### src/rtl/aes_verify_sequencer_if.sv
// Handshake bundle between the AES run sequencer and the platform top, stimulus
// generator, chip under test and scoreboard.
interface aes_verify_sequencer_if;
    logic        start;
    logic [31:0] vec_num;
    logic        gen_next;
    logic        chip_load;
    logic        chip_en;
    logic [31:0] sb_total;
    logic [31:0] sb_correct;
    logic        busy;
    logic        done;
    logic        pass;
    logic        timeout_err;
    logic        spurious_err;
    logic [31:0] sent;

    modport master (
        output start, vec_num, chip_en, sb_total, sb_correct,
        input  gen_next, chip_load, busy, done, pass, timeout_err, spurious_err, sent
    );

    modport slave (
        input  start, vec_num, chip_en, sb_total, sb_correct,
        output gen_next, chip_load, busy, done, pass, timeout_err, spurious_err, sent
    );
endinterface

### src/rtl/aes_verify_sequencer.sv
// Run controller: issues a programmed number of AES encryptions one at a time,
// watches for the chip result strobe and derives a pass/fail verdict from the scoreboard.
module aes_verify_sequencer #(
    parameter int unsigned TIMEOUT = 1024,
    parameter int unsigned GEN_LAT = 2
) (
    input  logic                         clk,
    input  logic                         rst_n,
    aes_verify_sequencer_if.slave        bus
);

    typedef enum logic [2:0] {
        S_IDLE   = 3'd0,
        S_GEN    = 3'd1,
        S_SETTLE = 3'd2,
        S_LOAD   = 3'd3,
        S_WAIT   = 3'd4,
        S_DRAIN  = 3'd5,
        S_DONE   = 3'd6,
        S_ERR    = 3'd7
    } state_e;

    localparam logic [31:0] TIMEOUT_LAST = 32'(TIMEOUT - 1);
    localparam logic [31:0] LAT_LAST     = 32'(GEN_LAT - 1);

    state_e      state_q, state_d;
    logic [31:0] target_q, target_d;
    logic [31:0] base_total_q, base_total_d;
    logic [31:0] base_correct_q, base_correct_d;
    logic [31:0] timer_q, timer_d;
    logic [31:0] lat_cnt_q, lat_cnt_d;
    logic [31:0] sent_q, sent_d;
    logic        gen_next_q, gen_next_d;
    logic        chip_load_q, chip_load_d;
    logic        busy_q, busy_d;
    logic        done_q, done_d;
    logic        pass_q, pass_d;
    logic        timeout_err_q, timeout_err_d;
    logic        spurious_err_q, spurious_err_d;
    logic        start_ok_s;
    logic        strobe_bad_s;

    // Next-state and next-output computation for the run FSM.
    always_comb begin
        state_d        = state_q;
        target_d       = target_q;
        base_total_d   = base_total_q;
        base_correct_d = base_correct_q;
        timer_d        = timer_q;
        lat_cnt_d      = lat_cnt_q;
        sent_d         = sent_q;
        pass_d         = pass_q;
        timeout_err_d  = timeout_err_q;

        start_ok_s   = bus.start && ((state_q == S_IDLE) || (state_q == S_DONE) || (state_q == S_ERR));
        strobe_bad_s = bus.chip_en && ((state_q == S_GEN) || (state_q == S_SETTLE) ||
                                       (state_q == S_LOAD) || (state_q == S_DRAIN));
        spurious_err_d = spurious_err_q | strobe_bad_s;

        case (state_q)
            S_IDLE, S_DONE, S_ERR: begin
                if (start_ok_s) begin
                    target_d       = bus.vec_num;
                    base_total_d   = bus.sb_total;
                    base_correct_d = bus.sb_correct;
                    sent_d         = 32'd0;
                    timeout_err_d  = 1'b0;
                    spurious_err_d = 1'b0;
                    if (bus.vec_num == 32'd0) begin
                        state_d = S_DONE;
                        pass_d  = 1'b1;
                    end else begin
                        state_d = S_GEN;
                        pass_d  = 1'b0;
                    end
                end else begin
                    state_d = state_q;
                end
            end
            S_GEN: begin
                // lat_cnt counts cycles since gen_next; chip_load lands GEN_LAT cycles later.
                lat_cnt_d = 32'd0;
                if (LAT_LAST == 32'd0) begin
                    state_d = S_LOAD;
                end else begin
                    state_d = S_SETTLE;
                end
            end
            S_SETTLE: begin
                lat_cnt_d = lat_cnt_q + 32'd1;
                if (lat_cnt_d == LAT_LAST) begin
                    state_d = S_LOAD;
                end else begin
                    state_d = S_SETTLE;
                end
            end
            S_LOAD: begin
                sent_d  = sent_q + 32'd1;
                timer_d = 32'd0;
                state_d = S_WAIT;
            end
            S_WAIT: begin
                if (bus.chip_en) begin
                    if (sent_q == target_q) begin
                        state_d = S_DRAIN;
                    end else begin
                        state_d = S_GEN;
                    end
                end else begin
                    timer_d = (timer_q == 32'hFFFF_FFFF) ? timer_q : (timer_q + 32'd1);
                    if (timer_q == TIMEOUT_LAST) begin
                        state_d       = S_ERR;
                        timeout_err_d = 1'b1;
                        pass_d        = 1'b0;
                    end else begin
                        state_d = S_WAIT;
                    end
                end
            end
            S_DRAIN: begin
                // Modulo-2^32 deltas tolerate scoreboard counter wrap.
                state_d = S_DONE;
                pass_d  = ((bus.sb_total - base_total_q) == target_q) &&
                          ((bus.sb_correct - base_correct_q) == target_q) &&
                          !spurious_err_d;
            end
            default: begin
                state_d = S_IDLE;
            end
        endcase

        gen_next_d  = (state_d == S_GEN);
        chip_load_d = (state_d == S_LOAD);
        busy_d      = (state_d == S_GEN) || (state_d == S_SETTLE) || (state_d == S_LOAD) ||
                      (state_d == S_WAIT) || (state_d == S_DRAIN);
        done_d      = (state_d == S_DONE) || (state_d == S_ERR);
    end

    // State and registered-output update.
    always_ff @(posedge clk or negedge rst_n) begin
        if (!rst_n) begin
            state_q        <= S_IDLE;
            target_q       <= 32'd0;
            base_total_q   <= 32'd0;
            base_correct_q <= 32'd0;
            timer_q        <= 32'd0;
            lat_cnt_q      <= 32'd0;
            sent_q         <= 32'd0;
            gen_next_q     <= 1'b0;
            chip_load_q    <= 1'b0;
            busy_q         <= 1'b0;
            done_q         <= 1'b0;
            pass_q         <= 1'b0;
            timeout_err_q  <= 1'b0;
            spurious_err_q <= 1'b0;
        end else begin
            state_q        <= state_d;
            target_q       <= target_d;
            base_total_q   <= base_total_d;
            base_correct_q <= base_correct_d;
            timer_q        <= timer_d;
            lat_cnt_q      <= lat_cnt_d;
            sent_q         <= sent_d;
            gen_next_q     <= gen_next_d;
            chip_load_q    <= chip_load_d;
            busy_q         <= busy_d;
            done_q         <= done_d;
            pass_q         <= pass_d;
            timeout_err_q  <= timeout_err_d;
            spurious_err_q <= spurious_err_d;
        end
    end

    assign bus.gen_next     = gen_next_q;
    assign bus.chip_load    = chip_load_q;
    assign bus.busy         = busy_q;
    assign bus.done         = done_q;
    assign bus.pass         = pass_q;
    assign bus.timeout_err  = timeout_err_q;
    assign bus.spurious_err = spurious_err_q;
    assign bus.sent         = sent_q;

endmodule
### src/flat_wrapper.sv
// flat-port wrapper written by rule: the top's interface ports become plain ports
module aes_verify_sequencer_flat 
#(
    parameter int unsigned TIMEOUT = 1024,
    parameter int unsigned GEN_LAT = 2
)
  (clk, rst_n, bus_start, bus_vec_num, bus_chip_en, bus_sb_total, bus_sb_correct, bus_gen_next, bus_chip_load, bus_busy, bus_done, bus_pass, bus_timeout_err, bus_spurious_err, bus_sent);
  aes_verify_sequencer_if bus_i ();
  input  logic clk;
  input  logic rst_n;
  input wire logic [$bits(bus_i.start)-1:0] bus_start;
  input wire logic [$bits(bus_i.vec_num)-1:0] bus_vec_num;
  input wire logic [$bits(bus_i.chip_en)-1:0] bus_chip_en;
  input wire logic [$bits(bus_i.sb_total)-1:0] bus_sb_total;
  input wire logic [$bits(bus_i.sb_correct)-1:0] bus_sb_correct;
  output wire logic [$bits(bus_i.gen_next)-1:0] bus_gen_next;
  output wire logic [$bits(bus_i.chip_load)-1:0] bus_chip_load;
  output wire logic [$bits(bus_i.busy)-1:0] bus_busy;
  output wire logic [$bits(bus_i.done)-1:0] bus_done;
  output wire logic [$bits(bus_i.pass)-1:0] bus_pass;
  output wire logic [$bits(bus_i.timeout_err)-1:0] bus_timeout_err;
  output wire logic [$bits(bus_i.spurious_err)-1:0] bus_spurious_err;
  output wire logic [$bits(bus_i.sent)-1:0] bus_sent;
  assign bus_i.start = bus_start;
  assign bus_i.vec_num = bus_vec_num;
  assign bus_i.chip_en = bus_chip_en;
  assign bus_i.sb_total = bus_sb_total;
  assign bus_i.sb_correct = bus_sb_correct;
  assign bus_gen_next = bus_i.gen_next;
  assign bus_chip_load = bus_i.chip_load;
  assign bus_busy = bus_i.busy;
  assign bus_done = bus_i.done;
  assign bus_pass = bus_i.pass;
  assign bus_timeout_err = bus_i.timeout_err;
  assign bus_spurious_err = bus_i.spurious_err;
  assign bus_sent = bus_i.sent;
  aes_verify_sequencer #(.TIMEOUT(TIMEOUT), .GEN_LAT(GEN_LAT)) u_core (.clk(clk), .rst_n(rst_n), .bus(bus_i));
endmodule
### config.mk
export PLATFORM = sky130hd
export DESIGN_NAME = aes_verify_sequencer_flat
export DESIGN_NICKNAME = d
export VERILOG_FILES = /design/src/rtl/aes_verify_sequencer_if.sv /design/src/rtl/aes_verify_sequencer.sv /design/src/flat_wrapper.sv
export SDC_FILE = /design/constraint.sdc
export NUM_CORES = 1
export LEC_CHECK = 0
export ABC_AREA = 1
export BUFFER_PORTS_ARGS = -buffer_cell sky130_fd_sc_hd__buf_2
export CAP_MARGIN = 10
export CORE_MARGIN = 2
export CORE_UTILIZATION = 30
export CTS_CLUSTER_SIZE = 30
export DETAILED_ROUTE_END_ITERATION = 6
export GPL_ROUTABILITY_DRIVEN = 0
export PLACE_DENSITY = 0.58
export SETUP_SLACK_MARGIN = 0.2
export SYNTH_ARGS = -nofsm -noshare
export SYNTH_HDL_FRONTEND = slang
export SYNTH_SLANG_ARGS = --single-unit
export TNS_END_PERCENT = 30
### constraint.sdc
create_clock -name clk -period 3 [get_ports clk]
set_input_delay 0 -clock clk [delete_from_list [all_inputs] [get_ports clk]]
set_output_delay 0 -clock clk [all_outputs]
set_load 0.01 [all_outputs]
Word-level counts from Yosys, hierarchy flattened
Cells that the tools add are included.
Storage, ports and cells
  bits in registers: 202
  bits of input ports: 100
Cells by class
  $add $sub $neg: 5
  equality and inequality tests: 24
  muxes and demuxes: 24
  bitwise logic cells: 1
  reductions and logical operators: 28
Operator list (number)
  $pmux 32 s2: 3
  $add 32x1->32 const B: 3
  $eq 32x32->1: 3
  $mux 32: 3
  $sub 32x32->32: 2
  $eq 32x1->1 const B: 1
  $eq 32x10->1 const B: 1
  $eq 32x32->1 const B: 1
  $logic_not 32->1: 1
  $eq 3x3->1 const B: 8
  $pmux 3 s6: 1
  $eq 3x2->1 const B: 4
  $mux 3: 4
  $logic_or 1x1->1: 10
  $mux 1: 10
  $reduce_and 4->1: 2
  $reduce_bool 2->1: 4
  $eq 3x1->1 const B: 2
  $logic_and 1x1->1: 4
  $ne 2x1->1 const B: 2
  $ne 2x2->1 const B: 2
  $reduce_and 2->1: 2
  $logic_not 3->1: 1
  $pmux 1 s3: 1
  other kinds (7): 7

Longest topological paths before layout
  depth after elaboration: 11
  gate-level depth with buffers: 23
  mapped depth without buffers: 23

Worst setup path after synthesis
No wires, ideal clock.
  path type: reg-to-reg
  start point: register u_core.base_correct_q[0]
  end point: register u_core.pass_q (netlist: u_core.bus.pass)
  setup time: 0.065 ns
  data arrival time: 2.245 ns
  required time: 2.935 ns
  path slack: 0.690 ns
  cell stages (with the launch flop): 22
  path buffers: 0
  period minus slack after synthesis: 2.310 ns
  cell sequence: dfrtp_1 -> ha_1 -> fa_1 -> inv_1 -> nand2_1 -> nand2_1 -> nand3b_1 -> nand2_1 -> nand2_1 -> nand2_1 -> nand2_1 -> nand2_1 -> nand2_1 -> nand2_1 -> nand2_1 -> nor2_1 -> nand2_1 -> nor3_1 -> nand3_1 -> nand2_1 -> nand2_1 -> nand2_1
Between the ends
  longest elaborated chain between the ends: 5
Ends and longest elaborated chain
  start: declaration: line aes_verify_sequencer.sv:29  | logic [31:0] base_correct_q, base_correct_d;
  start signal: assignment: line aes_verify_sequencer.sv:160  | base_correct_q <= base_correct_d;
  $sub 32x32->32: line aes_verify_sequencer.sv:124  | ((bus.sb_correct - base_correct_q) == target_q) &&
  $eq 32x32->1: line aes_verify_sequencer.sv:124
  $logic_and 1x1->1: line aes_verify_sequencer.sv:123  | pass_d = ((bus.sb_total - base_total_q) == target_q) &&
  $logic_and 1x1->1: line aes_verify_sequencer.sv:124
  $pmux 1 s3: line aes_verify_sequencer.sv:60  | case (state_q)
  end signal: assignment: line aes_verify_sequencer.sv:168  | pass_q <= pass_d;
  end: declaration: line aes_verify_sequencer.sv:37  | logic pass_q, pass_d;
Every way passes these cells.
A chain may end at the register's enable or synchronous reset.

Final worst setup path
Same ends and word-level chain as after synthesis.

==> flow_metrics.py <==
metrics = {
    "synthesis": {
        "avgSynthCellArea_um2": 6.39,
        "yosysWarnings": 0,
        "yosys-top-cells-area": "dfrtp_1 (31%), nand2_1 (19%), inv_1 (11%)",
        "synth_top_area_cell": "dfrtp_1",
        "synth-edff-count": 0,
        "synth-async-reset-ratio_pct": 100,
        "netlist_area_um2": 16100,
        "synth.most_common_cell": "nand2_1",
        "syn-num-nets": 2691,
        "ys_types": 48,
        "synthCells": 2521,
        "synth_top_cell_area_share_pct": 31.4,
        "yosysSeqAreaShare_pct": 31.4,
        "synth_ff_type": "dfrtp_1",
        "yosys-top-cells-count": "nand2_1 (827), inv_1 (457), nor2_1 (212)",
        "ys_ff_latch": 202,
    },
    "global_route": {
        "antenna_found_initial": 2,
        "grt_max_degree": 131,
        "use_met1_pct": 24.6,
        "grt_overflow": 0,
        "grt_usage_pct": 19.3,
        "grt.busiest_layer": "met2",
        "grt_pass1_wl_um": 86000,
        "grtUsageMet2_pct": 32.2,
        "gr-usage-met3_pct": 5.15,
        "first_global_vias": 16000,
    },
    "sta": {
        "setup_violations": 0,
        "rsz0062_at_grt": "yes",
        "fin_crit_sh_pct": 90.8,
        "max_freq_mhz": 367,
        "tns_ns": 0,
        "worst_pin_slew_ns": 0.975,
        "slew_viol_final": 0,
        "finalHoldViolCount": 0,
        "slew-limit-headroom_pct": 34.9,
        "clock-skew-final_ns": 0.00900,
        "finalCriticalPeriod_ns": 2.72,
    },
    "setup_path": {
        "crit_family": "simple AND/OR/NAND/NOR gates",
        "path_max_fanout": 4,
        "crit_buf_inv": 1,
        "crit_path_cell_trace": "ha_1 -> fa_1 -> inv_1 -> nand2_1 -> nand2_2 -> nand3b_1 -> nand2_1 -> nand3_1 -> nand3_1 -> nand2_1 -> nand2_1 -> nand2_1 -> nor2_1 -> nand3_1 -> nor3_2 -> nand3_1 -> nand2_1 -> nand2_1 -> nand2_1",
        "r2r-start": "u_core.base_correct_q[0]$_DFFE_PN0P_",
        "cp.required_ns": 3.51,
        "r2r.worst_path.cells": 19,
        "slowest_delay_ns": 0.39,
        "crit_path_end": "u_core.bus.pass$_DFFE_PN0P_",
        "worstPathArrival_ns": 3.23,
        "cp_num_cells": 19,
        "reg2reg_to": "u_core.bus.pass$_DFFE_PN0P_",
        "critPathSlowestCell": "dfrtp_1",
        "worst_path_most_repeated_cell": "nand2_1",
        "start_kind": "register",
        "crit_type": "register to register",
        "critPathCaptureType": "register",
        "rrSetupSlack_ns": 0.28,
        "worstSetupStartpoint": "u_core.base_correct_q[0]$_DFFE_PN0P_",
    },
    "pwr": {
        "power_density_nw_per_um2": 883,
        "vdd_ir_drop_max_uv": 421,
        "p_leak_nw": 10.0,
    },
    "floorplan": {
        "initial_core_util_pct": 30.5,
        "num_io_pins": 139,
        "core_area_um2": 52900,
        "num_rows": 84,
        "dieArea_um2": 55500,
        "die_w_um": 236,
        "die_y_um": 236,
    },
    "run": {
        "maxCapViolCount": 0,
    },
    "drt": {
        "final_antenna_net_count": 0,
        "dr.pass1.iters": 5,
        "detail_route.iter0.violations": 1123,
        "drc": 0,
        "drt_wl_total_um": 53800,
        "routedWlPerCell_um": 15.5,
        "vias_per_cell": 4.69,
        "via_count": 16300,
    },
    "finish": {
        "num-nets-final": 2936,
        "syn2layout_area_growth_pct": 22.3,
        "drive_above_1_share_pct": 9.12,
        "final_area_um2": 19700,
    },
    "placed_design": {
        "dp_hpwl_um": 43000,
        "place_area_um2": 17700,
        "portBuffers": 138,
    },
    "clock_tree": {
        "numCtsBuffers": 27,
        "cts_tree": "done",
        "cts_buffer_depth": 3,
        "h-tree-depth": 1,
        "clock-sinks": 202,
        "cts_root_buf": "clkbuf_16",
        "clkSlewWorstSetupHoldPaths_ns": 0.06,
        "clk_latency_ns": 0.57,
    },
    "outcome": {
        "status": "completed",
    },
    "min_path": {
        "min_path_type": "input port to asynchronous set/reset pin",
    },
}
## layout make-up
| cell class | instances | area, um^2 |
|---|---|---|
| Antenna cell | 1 | 2.50 |
| Timing Repair Buffer | 255 | 1850 |
| Sequential cell | 202 | 5050 |
| Multi-Input combinational cell | 1819 | 9230 |
| Fill cell | 5705 | 33200 |
| Clock inverter | 17 | 249 |
| Clock buffer | 31 | 711 |
| Inverter | 461 | 1730 |
| Tap cell | 688 | 861 |
## per-layer routing
| metal | vias to the layer above | routed length [um] |
|---|---|---|
| met5 | - | 7 |
| met4 | 2 | 1390 |
| met3 | 74 | 4230 |
| met2 | 367 | 24600 |
| met1 | 7422 | 23600 |
| li1 | 8436 | - |
## cells in the final DEF, fill, tap and decap left out, types with 3 or more instances in the layout
| cell | n |
|---|---|
| o211ai_1 | 5 |
| nand3b_1 | 13 |
| nor2_1 | 209 |
| buf_4 | 16 |
| nor2_2 | 6 |
| o21bai_1 | 4 |
| o22ai_1 | 22 |
| clkbuf_16 | 27 |
| a21o_1 | 4 |
| nor2_4 | 7 |
| a21oi_1 | 60 |
| nand2_2 | 12 |
| xnor2_1 | 28 |
| nand4_1 | 66 |
| nand3_2 | 4 |
| mux2i_1 | 4 |
| dfrtp_1 | 202 |
| bufinv_16 | 5 |
| nor3_2 | 5 |
| dlygate4sd3_1 | 99 |
| inv_1 | 457 |
| o21ai_0 | 147 |
| nand3_1 | 130 |
| xor2_1 | 83 |
| nor3_1 | 55 |
| ha_2 | 3 |
| buf_2 | 137 |
| nand2_1 | 821 |
| o31ai_1 | 14 |
| ha_1 | 65 |
| inv_2 | 3 |
| or2_2 | 6 |
| clkinv_4 | 3 |
| clkinv_2 | 4 |
| nor4_1 | 24 |
## flip-flops by register name, summed over array words and instances (netlist names), 3 cells and up
name                   cells
u_core.lat_cnt_q          32
u_core.base_correct_q     32
u_core.state_q             3
u_core.target_q           32
u_core.bus.sent           32
u_core.timer_q            32
u_core.base_total_q       32
## power breakdown
group          switching [mW]  internal, mW
Sequential              0.737          3.46
Combinational            6.36          3.31
Clock                    1.38          2.14
Total                    8.48          8.91
## stage by stage
stage | hold slack [ns] | total power [mW] | setup slack [ns] | std cells | utilization, %
6_report | 0.0195 | 17.4 | 0.277 | 3474 | 37.3
5_1_grt | 0.0902 | 19.0 | 0.123 | 3473 | 37.2
4_1_cts | 0.0510 | 17.4 | 0.206 | 3472 | 37.1
3_5_place_dp | 0.0695 | 13.6 | 0.173 | 3325 | 33.4
3_3_place_gp | 0.0724 | 13.6 | 0.223 | 3325 | 33.4
2_1_floorplan | -0.296 | 10.8 | 0.690 | 2521 | -
## worst min-delay path by stage
stage / slack (ns) / to
after floorplan: -0.30 / u_core.base_correct_q[0]$_DFFE_PN0P_
after global placement: 0.07 / u_core.base_total_q[12]$_DFFE_PN0P_
after detailed placement: 0.07 / u_core.base_total_q[10]$_DFFE_PN0P_
after CTS: 0.05 / u_core.base_total_q[10]$_DFFE_PN0P_
after global routing: 0.09 / u_core.base_total_q[12]$_DFFE_PN0P_
final: 0.02 / u_core.base_total_q[10]$_DFFE_PN0P_
## kinds of logic after synthesis
logic type | Yosys count | share of synthesized area, %
muxes | 4 | 0.249
buffers and inverters | 500 | 11.7
DFF | 202 | 31.4
AOI/OAI and AO/OA | 268 | 9.11
and+or+nand+nor | 1365 | 35.9
xor gates and xnor gates | 112 | 6.09
adders and majority gates | 70 | 5.53
## repair_timing
item,in CTS,in global routing
resized for setup,1,16
pin swaps,0,4
hold buffers,99,0
gates cloned,0,0
endpoints found under the setup margin,1,3
hold endpoints to repair,234,0
setup buffers,0,1
## worst reg2reg max path: stages, from the launching register on
cell and delay (ns):
dfrtp_1 0.39, ha_1 0.20, fa_1 0.38, inv_1 0.06
nand2_1 0.07, nand2_2 0.10, nand3b_1 0.10, nand2_1 0.14
nand3_1 0.12, nand3_1 0.11, nand2_1 0.05, nand2_1 0.09
nand2_1 0.06, nor2_1 0.13, nand3_1 0.11, nor3_2 0.22
nand3_1 0.16, nand2_1 0.08, nand2_1 0.05, nand2_1 0.05
(Power assumes the default switching activity.)
